==> config.mk <==
export PLATFORM = sky130hd
export DESIGN_NAME = cordic_hyp_pipe
export DESIGN_NICKNAME = d
export VERILOG_FILES = /design/src/rtl/cordic_hyp_pkg.sv /design/src/rtl/cordic_hyp_stage.sv /design/src/rtl/cordic_hyp_pipe.sv
export SDC_FILE = /design/constraint.sdc
export NUM_CORES = 2
export LEC_CHECK = 0
export CAP_MARGIN = 5
export CORE_MARGIN = 1.5
export CORE_UTILIZATION = 25
export DETAILED_ROUTE_END_ITERATION = 10
export HOLD_SLACK_MARGIN = 0.08
export PLACE_DENSITY_LB_ADDON = 0.12
export SYNTH_ARGS = -nofsm -noshare
export SYNTH_HDL_FRONTEND = slang
export SYNTH_HIERARCHICAL = 1
export SYNTH_SLANG_ARGS = --single-unit
==> constraint.sdc <==
create_clock -name clk -period 5.9 [get_ports clk]
set_input_delay 1.18 -clock clk [delete_from_list [all_inputs] [get_ports clk]]
set_output_delay 1.18 -clock clk [all_outputs]
set_load 0.02 [all_outputs]
==> src/rtl/cordic_hyp_pkg.sv <==
// rtl/cordic_hyp_pkg.sv - shared constants and shift schedule for the hyperbolic CORDIC pipeline
package cordic_hyp_pkg;

  localparam logic MODE_VEC = 1'b0;
  localparam logic MODE_ROT = 1'b1;

  // Hyperbolic gain of the full schedule and its reciprocal, Q2.30
  localparam int KH_Q30     = 889229343;
  localparam int INV_KH_Q30 = 1296540104;

  // atanh(2^-s) in Q2.30, truncated; beyond s = 9 the value is 2^-s to within an LSB
  function automatic logic [31:0] atanh_q30(input int s);
    logic [31:0] v;
    case (s)
      1:       v = 32'd589812981;
      2:       v = 32'd274247418;
      3:       v = 32'd134923406;
      4:       v = 32'd67196450;
      5:       v = 32'd33565361;
      6:       v = 32'd16778581;
      7:       v = 32'd8388778;
      8:       v = 32'd4194325;
      9:       v = 32'd2097154;
      default: v = (s >= 10 && s <= 30) ? (32'd1 << (30 - s)) : 32'd0;
    endcase
    return v;
  endfunction

  // Shifts 4, 13 and 40 are applied twice so the hyperbolic iteration converges
  function automatic int stage_shift(input int idx);
    int   s;
    logic rep;
    s   = 1;
    rep = 1'b0;
    for (int j = 0; j < idx; j++) begin
      if ((s == 4 || s == 13 || s == 40) && !rep) begin
        rep = 1'b1;
      end else begin
        s   = s + 1;
        rep = 1'b0;
      end
    end
    return s;
  endfunction

endpackage

==> src/rtl/cordic_hyp_stage.sv <==
// rtl/cordic_hyp_stage.sv - one hyperbolic micro-rotation with registered result and enable
module cordic_hyp_stage
  import cordic_hyp_pkg::*;
#(
  parameter int WIDTH = 16,
  parameter int FRAC  = 12,
  parameter int SHIFT = 1
) (
  input  logic             clk,
  input  logic             rst_n,
  input  logic             en,
  input  logic             in_valid,
  input  logic             in_mode,
  input  logic [WIDTH-1:0] in_x,
  input  logic [WIDTH-1:0] in_y,
  input  logic [WIDTH-1:0] in_z,
  output logic             out_valid,
  output logic             out_mode,
  output logic [WIDTH-1:0] out_x,
  output logic [WIDTH-1:0] out_y,
  output logic [WIDTH-1:0] out_z
);

  localparam logic [31:0]      ANG_Q30 = atanh_q30(SHIFT);
  localparam logic [WIDTH-1:0] ANG     = WIDTH'(ANG_Q30 >> (30 - FRAC));

  logic             valid_d, valid_q;
  logic             mode_d, mode_q;
  logic [WIDTH-1:0] x_d, x_q, y_d, y_q, z_d, z_q;
  logic [WIDTH-1:0] x_sh, y_sh;
  logic             dir_pos;

  always_comb begin
    x_sh    = $signed(in_x) >>> SHIFT;
    y_sh    = $signed(in_y) >>> SHIFT;
    dir_pos = (in_mode == MODE_ROT) ? ~in_z[WIDTH-1] : in_y[WIDTH-1];
    valid_d = valid_q;
    mode_d  = mode_q;
    x_d     = x_q;
    y_d     = y_q;
    z_d     = z_q;
    if (en) begin
      valid_d = in_valid;
      mode_d  = in_mode;
      x_d     = dir_pos ? in_x + y_sh : in_x - y_sh;
      y_d     = dir_pos ? in_y + x_sh : in_y - x_sh;
      z_d     = dir_pos ? in_z - ANG  : in_z + ANG;
    end
  end

  always_ff @(posedge clk or negedge rst_n) begin
    if (!rst_n) valid_q <= 1'b0;
    else        valid_q <= valid_d;
  end

  always_ff @(posedge clk) begin
    mode_q <= mode_d;
    x_q    <= x_d;
    y_q    <= y_d;
    z_q    <= z_d;
  end

  assign out_valid = valid_q;
  assign out_mode  = mode_q;
  assign out_x     = x_q;
  assign out_y     = y_q;
  assign out_z     = z_q;

endmodule

==> src/rtl/cordic_hyp_pipe.sv <==
// rtl/cordic_hyp_pipe.sv - parametrised hyperbolic CORDIC pipeline with valid/ready and global stall
module cordic_hyp_pipe
  import cordic_hyp_pkg::*;
#(
  parameter int WIDTH = 16,
  parameter int FRAC  = 12,
  parameter int NSTG  = 16
) (
  input  logic             clk,
  input  logic             rst_n,
  input  logic             in_valid,
  output logic             in_ready,
  input  logic             in_mode,
  input  logic [WIDTH-1:0] in_x,
  input  logic [WIDTH-1:0] in_y,
  input  logic [WIDTH-1:0] in_z,
  output logic             out_valid,
  input  logic             out_ready,
  output logic             out_mode,
  output logic [WIDTH-1:0] out_x,
  output logic [WIDTH-1:0] out_y,
  output logic [WIDTH-1:0] out_z
);

  logic             advance;
  logic             stg_valid [NSTG+1];
  logic             stg_mode  [NSTG+1];
  logic [WIDTH-1:0] stg_x     [NSTG+1];
  logic [WIDTH-1:0] stg_y     [NSTG+1];
  logic [WIDTH-1:0] stg_z     [NSTG+1];

  logic             in_valid_d, in_valid_q, in_mode_d, in_mode_q;
  logic [WIDTH-1:0] in_x_d, in_x_q, in_y_d, in_y_q, in_z_d, in_z_q;
  logic             out_valid_d, out_valid_q, out_mode_d, out_mode_q;
  logic [WIDTH-1:0] out_x_d, out_x_q, out_y_d, out_y_q, out_z_d, out_z_q;

  // Whole pipe moves together; only a held, unaccepted result blocks it
  assign advance  = ~out_valid_q | out_ready;
  assign in_ready = advance;

  always_comb begin
    in_valid_d  = advance ? in_valid        : in_valid_q;
    in_mode_d   = advance ? in_mode         : in_mode_q;
    in_x_d      = advance ? in_x            : in_x_q;
    in_y_d      = advance ? in_y            : in_y_q;
    in_z_d      = advance ? in_z            : in_z_q;
    out_valid_d = advance ? stg_valid[NSTG] : out_valid_q;
    out_mode_d  = advance ? stg_mode[NSTG]  : out_mode_q;
    out_x_d     = advance ? stg_x[NSTG]     : out_x_q;
    out_y_d     = advance ? stg_y[NSTG]     : out_y_q;
    out_z_d     = advance ? stg_z[NSTG]     : out_z_q;
  end

  always_ff @(posedge clk or negedge rst_n) begin
    if (!rst_n) begin
      in_valid_q  <= 1'b0;
      out_valid_q <= 1'b0;
      out_mode_q  <= 1'b0;
      out_x_q     <= '0;
      out_y_q     <= '0;
      out_z_q     <= '0;
    end else begin
      in_valid_q  <= in_valid_d;
      out_valid_q <= out_valid_d;
      out_mode_q  <= out_mode_d;
      out_x_q     <= out_x_d;
      out_y_q     <= out_y_d;
      out_z_q     <= out_z_d;
    end
  end

  always_ff @(posedge clk) begin
    in_mode_q <= in_mode_d;
    in_x_q    <= in_x_d;
    in_y_q    <= in_y_d;
    in_z_q    <= in_z_d;
  end

  assign stg_valid[0] = in_valid_q;
  assign stg_mode[0]  = in_mode_q;
  assign stg_x[0]     = in_x_q;
  assign stg_y[0]     = in_y_q;
  assign stg_z[0]     = in_z_q;

  for (genvar i = 0; i < NSTG; i++) begin : g_stg
    cordic_hyp_stage #(
      .WIDTH(WIDTH),
      .FRAC (FRAC),
      .SHIFT(stage_shift(i))
    ) u_stage (
      .clk      (clk),
      .rst_n    (rst_n),
      .en       (advance),
      .in_valid (stg_valid[i]),
      .in_mode  (stg_mode[i]),
      .in_x     (stg_x[i]),
      .in_y     (stg_y[i]),
      .in_z     (stg_z[i]),
      .out_valid(stg_valid[i+1]),
      .out_mode (stg_mode[i+1]),
      .out_x    (stg_x[i+1]),
      .out_y    (stg_y[i+1]),
      .out_z    (stg_z[i+1])
    );
  end

  assign out_valid = out_valid_q;
  assign out_mode  = out_mode_q;
  assign out_x     = out_x_q;
  assign out_y     = out_y_q;
  assign out_z     = out_z_q;

endmodule

**Word-level counts from Yosys, hierarchy flattened**

Index checks and enable logic that the tools add are counted.

- Bits in registers: 900
- Latch bits: 0
- RAM bits: 0
- ROM bits: 0
- Bits of input ports: 53
- Output and inout port bits: 51
- Memories: 0

- Add/sub/neg operators: 90
- $mul: 0
- Divide/modulo/power cells: 0
- $lt $le $gt $ge: 0
- Equality and inequality tests: 0
- Shift-type cells: 0
- Mux-type cells: 61
- Bitwise operators: 18
- Reductions and logical operators: 0

Operators by type and width:

| kind | count |
|---|---|
| $mux 16 | 45 |
| $add 16x16->16 | 32 |
| $sub 16x16->16 | 32 |
| $add 16x9->16 const B | 2 |
| $sub 16x9->16 const B | 2 |
| $not 1->1 | 17 |
| $add 16x1->16 const B | 1 |
| $add 16x10->16 const B | 1 |
| $add 16x11->16 const B | 1 |
| $add 16x12->16 const B | 1 |
| $add 16x2->16 const B | 1 |
| $add 16x3->16 const B | 1 |
| $add 16x4->16 const B | 1 |
| $add 16x5->16 const B | 1 |
| $add 16x6->16 const B | 1 |
| $add 16x7->16 const B | 1 |
| $add 16x8->16 const B | 1 |
| $mux 1 | 16 |
| $sub 16x1->16 const B | 1 |
| $sub 16x10->16 const B | 1 |
| $sub 16x11->16 const B | 1 |
| $sub 16x12->16 const B | 1 |
| $sub 16x2->16 const B | 1 |
| $sub 16x3->16 const B | 1 |
| other kinds (6) | 6 |

**Longest topological paths before layout**

- Depth in word-level cells: 3
- Depth in mapped cells: 15
- Mapped depth without buffers: 14

**Cells and area by module**

Netlist, hierarchy kept.

Modules (own cells, without submodules):

| module | instances | cells an instance | area each (µm²) | sequential area each (µm²) |
|---|---|---|---|---|
| cordic_hyp_stage at g_stg[3].u_stage ... | 2 | 366 | 3808.7 | 1496.4 |
| cordic_hyp_stage at g_stg[0].u_stage | 1 | 420 | 4207.8 | 1496.4 |
| cordic_hyp_stage at g_stg[9].u_stage | 1 | 430 | 4169.0 | 1496.4 |
| cordic_hyp_stage at g_stg[1].u_stage | 1 | 405 | 4140.2 | 1496.4 |
| cordic_hyp_stage at g_stg[10].u_stage | 1 | 400 | 4055.1 | 1496.4 |
| cordic_hyp_stage at g_stg[2].u_stage | 1 | 398 | 4025.1 | 1496.4 |
| cordic_hyp_stage at g_stg[11].u_stage | 1 | 402 | 4016.4 | 1496.4 |
| cordic_hyp_stage at g_stg[6].u_stage | 1 | 398 | 3978.8 | 1496.4 |
| cordic_hyp_stage at g_stg[12].u_stage | 1 | 392 | 3943.8 | 1496.4 |
| cordic_hyp_stage at g_stg[7].u_stage | 1 | 371 | 3809.9 | 1496.4 |
| cordic_hyp_stage at g_stg[5].u_stage | 1 | 369 | 3807.4 | 1496.4 |
| cordic_hyp_stage at g_stg[8].u_stage | 1 | 359 | 3724.8 | 1496.4 |
| cordic_hyp_pipe | 1 | 158 | 3622.2 | 2747.6 |
| cordic_hyp_stage at g_stg[14].u_stage | 1 | 304 | 3347.0 | 1496.4 |
| +2 rows | -- | -- | -- | -- |

**Worst setup path before layout**

OpenSTA, ideal clock, no wires.

- Path type: input to output
- Start point: in out_ready
- End point: out in_ready
- Arrival: 3784 ps
- Data required time: 4720 ps
- Path slack: 936 ps
- Cell stages on the path: 3
- Cell sequence: nand2b_4 -> buf_6 -> buf_12

- Cells in the longest elaborated chain, start to end: 1

Ends and longest elaborated chain:

| element | line | source |
|---|---|---|
| start: declaration | cordic_hyp_pipe.sv:18 | `input logic out_ready,` |
| $or 1x1->1 | cordic_hyp_pipe.sv:38 | `assign advance = ~out_valid_q \| out_ready;` |
| end: declaration | cordic_hyp_pipe.sv:12 | `output logic in_ready,` |

No other way between the ends.

**Worst setup path in the final report**

Ends and elaborated chain as after synthesis.

==> summary.txt <==
Floorplan
  • CORE AREA: 259000 um^2
  • Die height: between 500 and 600 um
  • Die width: approximately 510 um
  • Die area: ~260000 um^2
  • Standard-cell rows: about 190
  • I/O Pins: roughly 100
  • Initial Util: about a quarter

STA
  • Hold WS: between 0.4 and 0.5 ns
  • Fin crit period: just over 4 ns
  • Headroom to the max-slew limit: 26.92%
  • Pins over their slew limit: 0
  • Worst Clk Skew: between 0.03 and 0.04 ns
  • Slew @ Worst Pin: around 1.1 ns
  • Setup TNS: 0 ns
  • FMAX: ~250 MHz
  • Setup violators final: 0
  • Final worst-path cycle share: 69.15%
  • RSZ-0062 raised after global routing: false
  • Fin. Hold Viols: 0

Clock tree
  • CTS H-tree lvls: 3
  • Clock Path Buffers: 3
  • Root Buffer: clkbuf_16
  • CTS tree: built
  • Clk sink count: 900
  • Setup Fix Bufs, Post-CTS: 0
  • CTS buffer count: roughly 120
  • CTS clk-pin slew, worst paths: around 0.060 ns
  • CTS-repair resized insts: 0
  • Clk Latency, worst-skew pair: around 0.75 ns
  • Hold_buf cts: 0

Route
  • Residual DRC: 0
  • Final ANT Viol Nets: 0
  • Routed WL per cell: 16.84 um
  • Vias: 45913
  • Vias/cell: between 4 and 5
  • Initial DRC count: ~2200
  • Routed wire length: between 150000 and 200000 um
  • Pre-antenna DRT Iters: 7

Layout
  • Area Growth Syn to Fin: 14.03%
  • Share of layout cells above drive strength 1: under 10%
  • Final-layout fill cell count: around 27000
  • Util after Layout: between 20 and 30%
  • Nets: between 7000 and 8000

Worst setup path
  • Max FO, Critical Path: 11
  • Kind of critical path: input port to primary output
  • Crit end category: primary output
  • Worst R2R End: g_stg[10].u_stage/out_y[14]
  • RR Startpoint: g_stg[9].u_stage/out_y[15]
  • R2r worst-path depth: 11
  • Required time of the critical path: 4.72 ns
  • Crit path DAT: 2.90 ns
  • Flop2flop setup slack: approximately 1.8 ns
  • CP Launch Type: input port

Min path
  • Hold WC Path Type: flop to flop
  • WHS Path Cells: 0
  • WHS Endpoint: g_stg[13].u_stage/out_z[8]
  • HP Start: g_stg[12].u_stage/out_z[8]

Global route
  • GRT Total Usage: between 10 and 15%
  • Initial antenna violation count: 1
  • First-pass GRT wire length: approximately 260000 um
  • Met3 GRT Util: 1.657%
  • GRT overflow: 0
  • Met1 Use GR: between 10% and 20%
  • Met2 Usage GRT: 22.56%
  • Vias in the first global route: between 40000 and 50000
  • Busiest grt layer: met2
  • Largest net degree at the start of global routing: 148

Synth
  • Yosys Warn Count: 6
  • Distinct cells, synth: 120
  • Share of flip-flops with an asynchronous set or reset: 7.444%
  • Cells after synthesis: roughly 6100
  • Post-synth net total: between 6000 and 7000
  • Post-synth EDFFs: around 830
  • Sequential element share of the synthesized area: 41.06%
  • Synth Cell Area: between 60000 and 70000 um^2
  • Synth Flop Type: edfxtp_1
  • Synth Area per Inst: around 11 um^2
  • Yosys reg bits: 900

Outcome
  • Outcome: finished, final reports clean

Placement
  • DP HPWL: roughly 130000 um
  • RePlAce Congestion: 0.8018
  • IO buf count: around 100

Flow run
  • # Max-Cap Violations: 0
-- per-layer routing --
metal  share of wire [%]  vias up
met1                  44    21784
met4                 2.8        0
met2                  50      537
met5                   0        -
li1                    -    23376
met3                 2.6      216
-- registers in the layout, summed over array words and instances, names as in the netlist, 16 cells and up --
signal / count
g_stg.u_stage/out_x: 256
g_stg.u_stage/out_y: 256
g_stg.u_stage/out_z: 256
g_stg.u_stage/out_mode: 16
g_stg.u_stage/out_valid: 16
in_x_q: 16
in_y_q: 16
in_z_q: 16
out_x: 16
out_y: 16
out_z: 16
-- layout by cell type (no fill, tap or decap), types with 47 or more instances in the layout --
cell type,instances
nand2_1,389
nor2b_1,51
a21oi_1,537
a211oi_1,59
dfrtp_1,67
mux2_4,50
o21bai_1,54
inv_1,249
nor3_1,91
o21ai_0,294
xor2_1,268
o31ai_1,58
o21ai_1,58
clkdlybuf4s50_1,102
o21a_1,70
a31oi_1,76
xnor2_1,462
ha_1,748
and3_1,47
nand2b_1,79
clkbuf_16,120
edfxtp_1,833
nor2_1,468
nand3_1,112
a21o_1,221
-- worst max-delay path by stage --
stage | end | start | cells after the start
finish | in_ready | out_ready | 3
global route | g_stg[8].u_stage/out_y[14] | g_stg[7].u_stage/out_y[15] | 12
CTS | in_ready | out_ready | 3
detailed placement | in_ready | out_ready | 3
global placement | in_ready | out_ready | 3
floorplan | in_ready | out_ready | 3
-- cell families (layout without fill, tap and decap cells) --
family,Yosys count,in the layout,synth area share [%]
XOR/XNOR,737,737,10.02
AO/OA/AOI/OAI,1792,1792,18.24
multiplexers,88,88,1.786
other,0,1,0
adder cells (fa/ha/maj),793,793,15.78
AND/OR/NAND/NOR,1476,1476,10.93
flip-flops,900,900,41.06
buffers and inverters,340,601,2.185
-- cell type report --
| cell class | instances | area (um^2) | share of cell area, % |
|---|---|---|---|
| multi-input cells | 4886 | 36910 | 49.79 |
| flip-flops and latches | 900 | 26690 | 36.01 |
| well taps | 3402 | 4257 | 5.742 |
| clock buffers | 141 | 3112 | 4.198 |
| repair buffers | 131 | 1299 | 1.752 |
| inverters | 255 | 957.2 | 1.291 |
| clock inverters | 74 | 902.1 | 1.217 |
| diodes | 1 | 2.502 | 0.003376 |
-- critical path: stages --
cell             delay (ns)
clkdlybuf4s50_1        0.46
nand2b_4               0.36
clkdlybuf4s50_1        0.86
-- cells in the mapped netlist, drive strengths merged (51+ instances only) --
master | instances | share of area [%]
edfxtp | 833 | 38
a31oi | 79 | 0.80
nor3 | 93 | 0.75
ha | 748 | 14
o21ai | 363 | 2.9
o31ai | 67 | 0.91
nor2b | 51 | 0.49
xor2 | 268 | 3.6
a211oi | 62 | 0.74
clkbuf | 65 | 0.39
dfrtp | 67 | 2.6
a21o | 223 | 2.6
nand3 | 112 | 0.86
xnor2 | 468 | 6.4
o21bai | 55 | 0.64
nor2 | 471 | 2.7
nand2b | 80 | 0.78
nand2 | 392 | 2.3
inv | 254 | 1.5
o21a | 70 | 0.81
a21oi | 564 | 4.5
mux2 | 74 | 1.6
-- stage by stage --
step	area (um^2)	std cells	setup WS (ns)
floorplan	65010	6126	0.9363
global placement	70110	9574	1.637
detailed placement	70110	9574	1.664
CTS	74120	9789	1.658
global route	74130	9790	1.471
finish	74130	9790	1.820
Power is left out: the tool's default activity adds up to more than one toggle a clock period on the data nets, which glitch-free logic cannot reach.
